**src/rtl/ifu_fq_pkg.sv**
```systemverilog
// Shared types for the instruction fetch unit: instruction-bus request/response,
// fetch-queue entries, fetch FSM states and a PC alignment helper.
package ifu_fq_pkg;

    localparam int XLEN = 64;
    localparam int ILEN = 32;

    typedef struct packed {
        logic            valid;
        logic [XLEN-1:0] addr;
        logic            we;
        logic [1:0]      size;
        logic [XLEN-1:0] wdata;
    } ibus_req_t;

    typedef struct packed {
        logic            data_ok;
        logic            err;
        logic [XLEN-1:0] data;
    } ibus_resp_t;

    typedef struct packed {
        logic [XLEN-1:0] pc;
        logic [ILEN-1:0] instr;
    } fq_entry_t;

    typedef enum logic [1:0] {
        IFU_IDLE = 2'd0,
        IFU_REQ  = 2'd1,
        IFU_DROP = 2'd2
    } ifu_state_t;

    // Instructions are word aligned; the two low target bits carry no meaning.
    function automatic logic [XLEN-1:0] align_pc(input logic [XLEN-1:0] a);
        return {a[XLEN-1:2], 2'b00};
    endfunction

endpackage

```
**src/rtl/ifu_fifo.sv**
```systemverilog
// Circular fetch queue of {pc, instr} entries with push, pop and a flush that
// overrides both. The head reads as zero while the queue is empty.
module ifu_fifo
    import ifu_fq_pkg::*;
#(
    parameter  int DEPTH = 4,
    localparam int PTR_W = $clog2(DEPTH)
) (
    input  logic             clk,
    input  logic             rst,
    input  logic             i_push,
    input  fq_entry_t        i_wdata,
    input  logic             i_pop,
    input  logic             i_flush,
    output fq_entry_t        o_head,
    output logic [PTR_W:0]   o_count,
    output logic             o_full,
    output logic             o_empty
);

    localparam logic [PTR_W:0] FULL_CNT = (PTR_W+1)'(DEPTH);

    fq_entry_t        r_mem [DEPTH];
    logic [PTR_W-1:0] r_rd_ptr;
    logic [PTR_W-1:0] r_wr_ptr;
    logic [PTR_W:0]   r_count;

    logic w_do_push;
    logic w_do_pop;

    assign o_full    = (r_count == FULL_CNT);
    assign o_empty   = (r_count == '0);
    assign w_do_push = i_push && !i_flush && !o_full;
    assign w_do_pop  = i_pop  && !i_flush && !o_empty;

    // DEPTH is a power of two, so pointers wrap by plain overflow.
    always_ff @(posedge clk) begin
        if (rst || i_flush) begin
            r_rd_ptr <= '0;
            r_wr_ptr <= '0;
            r_count  <= '0;
        end else begin
            if (w_do_push) begin
                r_wr_ptr <= r_wr_ptr + PTR_W'(1);
            end
            if (w_do_pop) begin
                r_rd_ptr <= r_rd_ptr + PTR_W'(1);
            end
            case ({w_do_push, w_do_pop})
                2'b10:   r_count <= r_count + (PTR_W+1)'(1);
                2'b01:   r_count <= r_count - (PTR_W+1)'(1);
                default: r_count <= r_count;
            endcase
        end
    end

    always_ff @(posedge clk) begin
        if (w_do_push) begin
            r_mem[r_wr_ptr] <= i_wdata;
        end
    end

    assign o_head  = o_empty ? '0 : r_mem[r_rd_ptr];
    assign o_count = r_count;

endmodule

```
**src/rtl/ifu_fq.sv**
```systemverilog
// Instruction fetch unit: owns the fetch PC, issues one outstanding ibus request
// at a time and buffers returned instructions for decode; redirects flush it all.
module ifu_fq
    import ifu_fq_pkg::*;
#(
    parameter  logic [63:0] RESET_PC = 64'h8000_0000,
    parameter  int          DEPTH    = 4,
    localparam int          PTR_W    = $clog2(DEPTH)
) (
    input  logic             clk,
    input  logic             rst,
    input  logic             fetch_en,
    input  logic             redirect_valid,
    input  logic [63:0]      pc_target,
    input  ibus_resp_t       iresp,
    output ibus_req_t        ireq,
    output logic             out_valid,
    input  logic             out_ready,
    output logic [63:0]      out_pc,
    output logic [31:0]      out_instr,
    output logic [PTR_W:0]   fq_count,
    output ifu_state_t       dbg_state
);

    // Handshakes: decode takes the head in any cycle where out_valid && out_ready
    // are both high, except a redirect cycle, where the head is void and the queue
    // is flushed. A bus request is held (valid and addr stable) until data_ok.

    ifu_state_t   r_state;
    logic [63:0]  r_pc;
    logic [63:0]  r_req_pc;

    logic [63:0]      w_target;
    logic [63:0]      w_next_pc;
    logic             w_pending_push;
    logic             w_can_issue;
    logic             w_pop;
    logic [PTR_W+1:0] w_occupancy;
    logic [PTR_W:0]   w_count;
    logic             w_full;
    logic             w_empty;
    fq_entry_t        w_head;
    fq_entry_t        w_push_entry;
    logic             w_unused_bits;

    assign w_target       = align_pc(pc_target);
    assign w_next_pc      = r_req_pc + 64'd4;
    assign w_pending_push = (r_state == IFU_REQ) && iresp.data_ok && !redirect_valid;

    // Counting the push landing this cycle keeps a fresh request from ever
    // returning into a full queue.
    assign w_occupancy = {1'b0, w_count} + (PTR_W+2)'(w_pending_push);
    assign w_can_issue = fetch_en && !redirect_valid
                         && (w_occupancy < (PTR_W+2)'(DEPTH));
    assign w_pop       = out_valid && out_ready && !redirect_valid;

    always_ff @(posedge clk) begin
        if (rst) begin
            r_state  <= IFU_IDLE;
            r_pc     <= RESET_PC;
            r_req_pc <= '0;
        end else begin
            case (r_state)
                IFU_IDLE: begin
                    if (redirect_valid) begin
                        r_pc <= w_target;
                    end else if (w_can_issue) begin
                        r_state  <= IFU_REQ;
                        r_req_pc <= r_pc;
                    end
                end
                IFU_REQ: begin
                    if (redirect_valid) begin
                        r_pc    <= w_target;
                        r_state <= iresp.data_ok ? IFU_IDLE : IFU_DROP;
                    end else if (iresp.data_ok) begin
                        if (w_can_issue) begin
                            r_req_pc <= w_next_pc;
                        end else begin
                            r_pc    <= w_next_pc;
                            r_state <= IFU_IDLE;
                        end
                    end
                end
                IFU_DROP: begin
                    // The bus still owes us a beat; swallow it, keep the newest target.
                    if (redirect_valid) begin
                        r_pc <= w_target;
                    end
                    if (iresp.data_ok) begin
                        r_state <= IFU_IDLE;
                    end
                end
                default: begin
                    r_state <= IFU_IDLE;
                end
            endcase
        end
    end

    always_comb begin
        ireq       = '0;
        ireq.valid = (r_state != IFU_IDLE);
        ireq.addr  = r_req_pc;
    end

    assign w_push_entry = '{pc: r_req_pc, instr: iresp.data[31:0]};

    ifu_fifo #(
        .DEPTH (DEPTH)
    ) u_fifo (
        .clk     (clk),
        .rst     (rst),
        .i_push  (w_pending_push),
        .i_wdata (w_push_entry),
        .i_pop   (w_pop),
        .i_flush (redirect_valid),
        .o_head  (w_head),
        .o_count (w_count),
        .o_full  (w_full),
        .o_empty (w_empty)
    );

    assign out_valid = !w_empty;
    assign out_pc    = w_head.pc;
    assign out_instr = w_head.instr;
    assign fq_count  = w_count;
    assign dbg_state = r_state;

    assign w_unused_bits = ^{iresp.err, iresp.data[63:32], w_full};

endmodule

```
**config.mk**
```make
export PLATFORM = sky130hd
export DESIGN_NAME = ifu_fq
export DESIGN_NICKNAME = d
export VERILOG_FILES = /design/src/rtl/ifu_fq_pkg.sv /design/src/rtl/ifu_fifo.sv /design/src/rtl/ifu_fq.sv
export SDC_FILE = /design/constraint.sdc
export NUM_CORES = 1
export LEC_CHECK = 0
export CELL_PAD_IN_SITES_DETAIL_PLACEMENT = 1
export CELL_PAD_IN_SITES_GLOBAL_PLACEMENT = 1
export CORE_UTILIZATION = 40
export CTS_CLUSTER_SIZE = 12
export DETAILED_ROUTE_END_ITERATION = 7
export PLACE_DENSITY_LB_ADDON = 0.05
export REMOVE_ABC_BUFFERS = 1
export SYNTH_ARGS = -nofsm -noshare
export SYNTH_HDL_FRONTEND = slang
export SYNTH_SLANG_ARGS = --single-unit
```
**constraint.sdc**
```tcl
create_clock -name clk -period 5.44 [get_ports clk]
set_clock_uncertainty 0.2 [all_clocks]
set_input_delay 0.544 -clock clk [delete_from_list [all_inputs] [get_ports clk]]
set_output_delay 0.544 -clock clk [all_outputs]
set_load 0.02 [all_outputs]
```
==> flow_summary.toml <==
[hold_path]
min-delay-path-class = "flip-flop to flip-flop"
timing.hold.worst.start = "r_pc[23]"
worstHoldPathCells = 2
min_delay_worst_endpoint = "r_pc[23]"

[clock_tree]
cts.repair_timing.setup_buffer_count = 0
worst_setup_hold_path_clk_slew_ns = 0.06
post_cts_resized = 0
cts.root.buffer_cell = "clkbuf_16"
cts-root-to-sink-buffers = 3
tritoncts_clock_tree = "yes"
tritoncts_buffers = 56
clock_h_tree_levels = 2
worstSkewPairLatency_ns = 0.61
post_cts_hold_buffer_count = 0
clock-sinks = 523

[sta]
final.setup.worst_slack_ns = 1.490
hold_viol = 0
finalCriticalPeriod_ns = 3.950
finalSetupViolCount = 0
fmax_ghz = 0.2532
layout_worst_path_cycle_share_pct = 72.60
timing.slew.headroom_pct = 34.31
worstMarginPinSlew_ns = 0.9833
setup-tns-final_ns = 0
timing.final.max_slew_violations = 0
rsz0062_at_grt = "no"

[power]
ir_drop_mv = 0.2228
finalPower_mw = 8.565
power.static_leakage_nw = 9.257
power.density_mw_per_mm2 = 303.8

[yosys]
dominantRegCellSynth = "edfxtp_1"
synth_area_mm2 = 0.02323
synth_edf_count = 384
synth_area_per_cell_um2 = 13.13
synth.top_cells.by_count = "edfxtp_1, dfxtp_1, nor2_1"
asyncSetResetFlopFracSynth_pct = 0
yosysMostFrequentCell = "edfxtp_1"
synthesis.yosys.warnings = 0
synth_top_area_share_pct = 49.63
synth_cell_types = 68
ys_seq_area_share_pct = 61.60
synth_cells = 1770
ys_seq_elements = 523
post-synth-top-area-cell = "edfxtp_1"
post_synth_main_area_contributors = "edfxtp_1, dfxtp_1, mux4_2, and2_1, buf_4"

[final_layout]
multi_input_area_mm2 = 0.008130
final-seq-area_mm2 = 0.01432
final_cells = 2798
syn_to_final_growth_pct = 21.33
layout-drive-gt1-share_pct = 11.67
finalNetCount = 2135
layout.filler_cells = 5757

[drt]
drc_errors = 0
totalWireLength_mm = 67.35
routed_wire_length_per_instance_um = 24.07
via_per_inst = 5.544
final_antenna_net_count = 0
firstDrtPassIters = 5
detail_route.iter0.violations = 890
via_count = 15510

[placement]
dp.cells = 2691
globalplace.congestion = 0.8068
buffer_ports.inserted = 266
preCtsSetupSlack_ns = 1.379
hpwlAfterDp_mm = 41.89

[die]
row_count = 87
placeableCoreArea_mm2 = 0.05693
floorplan.die.height_um = 243.0
floorplan.initialDensity_pct = 40.81
dieArea_mm2 = 0.05905
i_o_pin_cnt = 369
horizontal_die_dimension_um = 243.0

[global_routing]
grt.total_usage_pct = 22.68
overflow_left_after_global_routing = 0
antenna_found_initial = 6
first_global_vias = 16210
maximum_number_of_pins_on_one_net_before_global_route_repair = 77
grt_first_pass_wirelength_mm = 101.5

[critical_path]
worst_ep_arrival_time_ns = 3.21
crit_type = "flip-flop to output pin"
regToRegSetupSlack_ns = 2.12
crit-reg2reg-launch = "r_req_pc[2]"
reg2reg_to = "r_req_pc[50]"
timing.critical_path.required_ns = 4.70
critical_path_launch_point_type = "flip-flop"
critPathCaptureType = "output pin"
crit_path_max_fanout = 76
ff2ff_path_depth = 7

[flow_run]
max-cap-violations = 0

[status]
run_status = "completed"
[kinds of logic after synthesis]
group,synth area share [%]
xor gates and xnor gates,2.299
buffers and inverters,4.680
adders and majority gates,0.4093
AOI/OAI and AO/OA,8.040
and+or+nand+nor,13.05
other,0.01614
DFF,61.60
muxes,9.898
[cell type report]
cell class                 instances  share of cell area, %
clock inverter                    27                 0.6524
antenna                            3                0.02663
sequential                       523                  50.80
inverter                          13                 0.1731
timing repair buffer             298                  10.64
multi-input combinational       1101                  28.84
tap                              756                  3.355
clock buffer                      77                  5.508
[per-stage QoR]
step	hold slack (ns)	area, µm²	util, %
floorplan	0.2207	22440	-
global placement	0.2337	26450	46.45
detailed placement	0.2417	26450	46.45
CTS	0.2499	28180	49.50
global route	0.2735	28190	49.52
finish	0.2495	28190	49.52
[worst max path at each step]
stage | start | end | slack, ns | cells past startpoint
after floorplan | flip-flop | out_instr[0] | -0.20 | 2
after global placement | redirect_valid | r_req_pc[37] | 1.40 | 7
after detailed placement | redirect_valid | r_req_pc[37] | 1.38 | 7
after CTS | u_fifo.o_count[0] | out_instr[25] | 1.38 | 4
after global routing | u_fifo.o_count[1] | out_instr[22] | 1.30 | 4
final | u_fifo.o_count[0] | out_instr[25] | 1.49 | 4
[layer usage]
metal | vias up | GRT usage [%] | part of all wire [%]
met3 | 97 | 3.826 | 4.2
met2 | 334 | 37.56 | 48
met4 | 4 | 6.955 | 2.5
li1 | 7039 | - | -
met1 | 8037 | 30.44 | 45
met5 | - | 0 | 0.042
[critical path, stage by stage (launching register included)]
cell and delay [ns]:
dfxtp_1 0.50, or3_4 0.82, buf_4 0.41, and2_1 0.21, clkdlybuf4s50_1 0.61
[where the power goes]
part	total [mW]	internal (mW)	switching (mW)
registers	4.40	4.32	0.0773
logic	0.518	0.211	0.308
clock network	3.65	2.08	1.57
total	8.57	6.61	1.95
[cells in the final DEF (no fill, tap or decap), drive strengths merged, types with 14 or more instances in the layout]
| cell type | synthesis | routed |
|---|---|---|
| dfxtp | 139 | 139 |
| a22oi | 17 | 17 |
| xor2 | 28 | 28 |
| mux4 | 96 | 96 |
| edfxtp | 384 | 384 |
| and3 | 42 | 42 |
| or3 | 28 | 28 |
| a21oi | 85 | 85 |
| a31oi | 16 | 16 |
| and4 | 14 | 14 |
| conb | 1 | 67 |
| nor3 | 25 | 25 |
| nand3 | 36 | 36 |
| nor4 | 18 | 18 |
| nand4 | 26 | 26 |
| xnor2 | 33 | 33 |
| nor2 | 112 | 112 |
| o21ai | 47 | 47 |
| buf | 97 | 33 |
| clkinv | 0 | 25 |
| o211ai | 18 | 18 |
| clkdlybuf4s50 | 0 | 265 |
| and2 | 108 | 108 |
| nand2b | 16 | 16 |
| a211oi | 15 | 15 |
| nand2 | 110 | 110 |
| clkbuf | 102 | 77 |
| o22ai | 18 | 18 |
[registers in the layout, summed over array words and instances (netlist names), named ones only]
signal	flops
u_fifo.o_count	3
r_req_pc	64
u_fifo.r_wr_ptr	2
dbg_state	2
u_fifo.r_mem	384
u_fifo.r_rd_ptr	2
r_pc	64
No activity file was read; power rests on OpenSTA's default activity.
